`config.mk`:
```
export PLATFORM = sky130hd
export DESIGN_NAME = instr_fetch_unit
export DESIGN_NICKNAME = d
export VERILOG_FILES = /design/src/rtl/instr_fetch_unit.sv
export SDC_FILE = /design/constraint.sdc
export NUM_CORES = 1
export LEC_CHECK = 0
export CAP_MARGIN = 0
export CORE_UTILIZATION = 40
export DETAILED_ROUTE_END_ITERATION = 8
export PLACE_DENSITY = 0.75
export SYNTH_ARGS = -nofsm -noshare
export SYNTH_HDL_FRONTEND = slang
export SYNTH_SLANG_ARGS = --single-unit
```
`constraint.sdc`:
```
create_clock -name CLK -period 2.29 [get_ports CLK]
set_clock_uncertainty 0.1 [all_clocks]
set_input_delay 0.458 -clock CLK [delete_from_list [all_inputs] [get_ports CLK]]
set_output_delay 0.458 -clock CLK [all_outputs]
set_load 0.03 [all_outputs]
```
`src/rtl/instr_fetch_unit.sv`:
```
// Instruction fetch stage: owns the program counter and fetches one instruction per step
// over a req/ack handshake to instruction memory, then advances, loads or halts the PC.
module instr_fetch_unit #(
    parameter int unsigned       ADDR_W   = 8,
    parameter int unsigned       INST_W   = 8,
    parameter logic [ADDR_W-1:0] RESET_PC = '0,
    parameter int unsigned       CNT_W    = 16
) (
    input  logic              CLK,
    input  logic              RST,
    input  logic              PC_EN,
    input  logic              PC_LD_EN,
    input  logic [ADDR_W-1:0] PC_LD_ADDR,
    output logic              IMEM_REQ,
    output logic [ADDR_W-1:0] IMEM_ADDR,
    input  logic              IMEM_ACK,
    input  logic [INST_W-1:0] IMEM_RDATA,
    output logic [INST_W-1:0] INST,
    output logic              INST_VALID,
    output logic [ADDR_W-1:0] PC,
    output logic              HALTED,
    output logic [CNT_W-1:0]  RETIRED
);

    typedef enum logic [1:0] {
        StIdle,
        StFetch,
        StExec,
        StHalt
    } state_e;

    state_e            state_q, state_d;
    logic [ADDR_W-1:0] pc_q, pc_d;
    logic [INST_W-1:0] inst_q, inst_d;
    logic [CNT_W-1:0]  retired_q, retired_d;

    always_ff @(posedge CLK or posedge RST) begin
        if (RST) begin
            state_q   <= StIdle;
            pc_q      <= RESET_PC;
            inst_q    <= '0;
            retired_q <= '0;
        end else begin
            state_q   <= state_d;
            pc_q      <= pc_d;
            inst_q    <= inst_d;
            retired_q <= retired_d;
        end
    end

    always_comb begin
        state_d   = state_q;
        pc_d      = pc_q;
        inst_d    = inst_q;
        retired_d = retired_q;
        unique case (state_q)
            StIdle: state_d = StFetch;
            StFetch: begin
                if (IMEM_ACK) begin
                    inst_d  = IMEM_RDATA;
                    state_d = StExec;
                end
            end
            StExec: begin
                // Halting also retires the instruction that requested it.
                if (retired_q != '1) begin
                    retired_d = retired_q + CNT_W'(1);
                end
                if (PC_LD_EN) begin
                    pc_d    = PC_LD_ADDR;
                    state_d = StFetch;
                end else if (PC_EN) begin
                    pc_d    = pc_q + ADDR_W'(1);
                    state_d = StFetch;
                end else begin
                    state_d = StHalt;
                end
            end
            StHalt: state_d = StHalt;
        endcase
    end

    assign IMEM_REQ   = (state_q == StFetch);
    assign IMEM_ADDR  = pc_q;
    assign INST       = inst_q;
    assign INST_VALID = (state_q == StExec);
    assign PC         = pc_q;
    assign HALTED     = (state_q == StHalt);
    assign RETIRED    = retired_q;

endmodule

```
==> impl_metrics.ini, run 1 <==
[status]
status = complete, no violations

[global_route]
antenna_found_initial = 0
grt_max_degree = 35
first_global_vias = 1261
grt_pass1_wl_um = 5810
grt.total_usage_pct = 17.2
grt.overflow.total = 0

[flow_run]
drv_cap = 0

[sta]
fin_ws_ns = 0.0818
hold_ws_ns = 0.408
slew_viol_final = 0
fin_crit_sh_pct = 96.4
tns_ns = 0
finalHoldViolCount = 0
relSlewSlack_pct = 71.8
period_minus_slack_ns = 2.21
worstMarginPinSlew_ns = 0.423
rsz0062_at_grt = false
setup_viol = 0
max_freq_mhz = 453

[detailed_routing]
via_per_inst = 5.12
dr.max_layer_used = met4
wl_met2_um = 1700
avgRoutedWirePerCell_um = 13.2
routed_wl_um = 3630
drtIter0Drc = 69
drt_first_pass_iters = 4
drt-met1-wl_um = 1650
wl_met3_um = 213
drc = 0
postRouteAntennaNets = 0
vias = 1407

[yosys]
synthesis.nets = 187
synthTopCellsByArea = dfrtp_1, mux2_2, a21oi_1, buf_4, xor2_1
synth-edff-count = 0
syn-cell-area_um2 = 1760
yosys.area.top_type_share_pct = 48.5
synthFlopType = dfrtp_1
syn_inst = 164
async_flop_share_pct = 100
synth-seq-cells = 34
syn_area_per_cell_um2 = 10.7
synth_largest_area_cell = dfrtp_1
yosysSeqAreaShare_pct = 48.5
synth_cell_types = 44
ys_warn_count = 0

[die]
start_util_pct = 42.7
design.die.area_um2 = 4660
rows = 23
io_pins = 64
die_w_um = 68.2
die_h_um = 68.2
core-area_um2 = 4120

[cells_and_area]
nets = 247
layout-drive-gt1-share_pct = 13.3
diodes = 0
area_growth_syn_to_layout_pct = 40.3

[place]
io_buffers = 63
dp_hpwl_um = 2710
gp_congestion = 0.799
place_ws_ns = 0.374

[setup_path]
critPathLaunchType = flip-flop
arrival_ns = 1.65
crit_type = flip-flop to output pin
cp.required_ns = 1.73
critPathMaxFanout = 6
cp-end-kind = output pin

[clock_tree]
hold_buffers = 0
cts.sinks = 34
insertion_delay_ns = 0.28
cts_buffer_depth = 2
root_buffer = clkbuf_8
clk_pin_slew_ns = 0.06
numCtsBuffers = 5
cts_resized = 0
post_cts_buffers = 0
h-tree-depth = 2
cts_tree = yes

[power]
vdd_drop_max_mv = 0.434
leakagePower_uw = 0.00108
total_power_uw = 2010
p_per_area_nw_per_um2 = 816

[worst_hold_path]
holdCritPathClass = flip-flop to flip-flop
per-layer routing:
| layer | GRT usage, % | vias up |
|---|---|---|
| met1 | 23.7 | 656 |
| met5 | 0 | - |
| met3 | 3.83 | 6 |
| met4 | 9.90 | 0 |
| met2 | 24.5 | 46 |
| li1 | - | 699 |
final timing paths:
path                       startpoint           to  slack [ns]  cells past startpoint
max                        state_q[0]   INST_VALID        0.08                      3
min                           INST[2]      INST[2]        0.41                      1
max reg2reg                state_q[0]  RETIRED[15]        0.59                      4
min reg2reg                   INST[2]      INST[2]        0.41                      1
max in group asynchronous         RST  RETIRED[12]        1.31                      3
min in group asynchronous         RST      INST[4]        0.48                      3
cell type report:
class / count / area (um2)
fill: 340 / 1650
sequential: 34 / 851
clock inverter: 1 / 5.00
clock buffer: 7 / 86.3
tap: 50 / 62.6
multi-input combinational: 111 / 783
timing repair buffer: 66 / 653
inverter: 6 / 22.5
layout by cell type, fill, tap and decap left out, drive strengths merged, types with 3 or more instances in the layout:
cell,count
xnor2,5
nor3,4
clkdlybuf4s50,63
buf,3
o22ai,3
inv,6
nand3,9
xor2,6
clkbuf,7
o21ai,6
and3,3
mux2,10
a21oi,12
nand2,12
nand4,8
nor2,11
dfrtp,34
synth_stat cells, types with 2 or more instances:
master / instances
dfrtp_1: 34
a21oi_1: 12
nand2_1: 12
nor2_1: 10
nand3_1: 9
buf_4: 8
mux2_2: 8
nand4_1: 7
inv_1: 6
o21ai_0: 6
xor2_1: 6
xnor2_1: 5
buf_2: 3
nor3_1: 3
o22ai_1: 3
and3_1: 2
ha_1: 2
mux2i_1: 2
through the flow:
step | cells | area [um2] | util (%)
after floorplan | 164 | 1760 | -
after global placement | 267 | 2370 | 57.6
after global routing | 275 | 2460 | 59.9
after detailed placement | 267 | 2370 | 57.6
final | 275 | 2460 | 59.9
after CTS | 275 | 2460 | 59.9
registers in the layout, indices dropped and copies added (netlist names):
| name | cells |
|---|---|
| IMEM_ADDR | 8 |
| RETIRED | 16 |
| INST | 8 |
| state_q | 2 |
where the power goes:
part	internal, uW	total (uW)	leakage, uW	switching, uW
registers	697	797	0.000426	101
logic	348	764	0.000604	417
clock network	242	449	0.0000482	207
total	1290	2010	0.00108	724
logic make-up after synthesis:
| logic type | synth area share, % |
|---|---|
| AND/OR/NAND/NOR | 20.2 |
| AO/OA/AOI/OAI | 9.77 |
| multiplexers | 7.77 |
| XOR/XNOR | 5.49 |
| buffers and inverters | 6.91 |
| adder cells (fa/ha/maj) | 1.43 |
| flip-flops | 48.5 |
worst max-delay path, cell delays in order, from the launching register on:
cell	delay (ns)
dfrtp_1	0.41
nand2b_4	0.18
inv_1	0.09
clkdlybuf4s50_1	0.68
(Power assumes the default switching activity.)
==> inputs of run 2 (changes only) <==
- PLACE_DENSITY: 0.75 -> 0.73
- clock period: 2.29 -> 2.65 ns (I/O delays scaled with it)
==> run 2 against run 1 <==
  * Final cell count fell by 0.73%
  * Count of clock-buffer cells in the layout fell by 2
  * Register-to-register slack improved by 0.32 ns
  * Total power decreased by 16%
  * Critical path type unchanged
==> impl_metrics.ini, run 2 (same netlist as run 1, synthesis figures left out) <==
[global_route]
grt.overflow.total = 0
grt.total_usage_pct = 16.8
antenna_found_initial = 0
first_global_vias = 1241
use_met1_pct = 22.9
use_met3_pct = 4.50
grt_max_degree = 35
busiest_layer = met2
grt_pass1_wl_um = 5660
gr-usage-met2_pct = 24.4

[clock_tree]
cts_resized = 0
insertion_delay_ns = 0.28
numCtsBuffers = 5
post_cts_buffers = 0
cts_tree = yes
hold_buffers = 0
h-tree-depth = 2
cts.sinks = 34
root_buffer = clkbuf_8
clk_pin_slew_ns = 0.06
cts_buffer_depth = 2

[sta]
setup_viol = 0
relSlewSlack_pct = 71.2
rsz0062_at_grt = false
fin_crit_sh_pct = 86.7
slew_viol_final = 0
max_freq_mhz = 435
hold_ws_ns = 0.403
tns_ns = 0
finalHoldViolCount = 0
worstMarginPinSlew_ns = 0.432
period_minus_slack_ns = 2.30

[setup_path]
cp.required_ns = 2.02
rr_endpoint = RETIRED[15]
r2r-start = state_q[0]
r2r_slack_ns = 0.91
arrival_ns = 1.67
critPathMaxFanout = 6
ff2ff_path_depth = 4
critPathLaunch = state_q[0]
crit_end = INST_VALID
cp-end-kind = output pin
crit_type = flip-flop to output pin
critPathLaunchType = flip-flop

[cells_and_area]
area_growth_syn_to_layout_pct = 39.2
largest_register_ffs = 16
layout.cells.non_filler = 273
layout-drive-gt1-share_pct = 13.0
design_area_um2 = 2440
layout_commonest_cell = clkdlybuf4s50_1
nets = 246
diodes = 0
final_cell_mix = clkdlybuf4s50_1, dfrtp_1, nand2_1, a21oi_1, nor2_1

[detailed_routing]
vias = 1401
drt_first_pass_iters = 4
postRouteAntennaNets = 0
via_per_inst = 5.13
drc = 0
drtIter0Drc = 85
avgRoutedWirePerCell_um = 13.5
routed_wl_um = 3670

[place]
io_buffers = 63
dp_cells = 266
postPlaceCellArea_um2 = 2360
dp_hpwl_um = 2750
gp_congestion = 0.811

[power]
total_power_uw = 1700
p_per_area_nw_per_um2 = 694
vdd_drop_max_mv = 0.428
leakagePower_uw = 0.00107

[die]
die_h_um = 68.2
die_w_um = 68.2
start_util_pct = 42.7
core-area_um2 = 4120
rows = 23
io_pins = 64
design.die.area_um2 = 4660

[flow_run]
drv_cap = 0

[worst_hold_path]
holdCritPathClass = flip-flop to flip-flop

[status]
status = complete, no violations
[run 2: routing by layer]
layer	vias up	wire (um)
li1	691	-
met4	0	59
met3	4	161
met2	30	1740
met1	676	1710
met5	-	0
[run 2: where the power goes]
part	internal [uW]	switching, uW
Combinational	299	363
Clock	176	173
Sequential	602	83.3
[run 2: worst min-delay path by stage]
stage               startpoint    endpoint  cells after the start
floorplan           state_q[0]  state_q[1]                      2
global placement       INST[3]     INST[3]                      1
detailed placement     INST[3]     INST[3]                      1
CTS                    INST[3]     INST[3]                      1
global route           INST[3]     INST[3]                      1
finish                 INST[3]     INST[3]                      1
[run 2: worst max-delay path, stage by stage, from the launching register on]
cell,delay [ns]
dfrtp_1,0.41
nand2b_4,0.18
inv_1,0.11
clkdlybuf4s50_1,0.69
[run 2: cell type report]
class / instances / area, um2
fillers: 349 / 1670
flip-flops and latches: 34 / 851
multi-input cells: 111 / 783
repair buffers: 65 / 646
clock buffers: 5 / 68.8
well taps: 50 / 62.6
inverters: 6 / 22.5
clock inverters: 2 / 10.0
[run 2: stage by stage]
step | utilization [%] | worst slack (ns)
2_1_floorplan | - | 0.889
3_3_place_gp | 57.5 | 0.624
3_5_place_dp | 57.5 | 0.570
4_1_cts | 59.4 | 0.324
5_1_grt | 59.4 | 0.266
6_report | 59.4 | 0.351
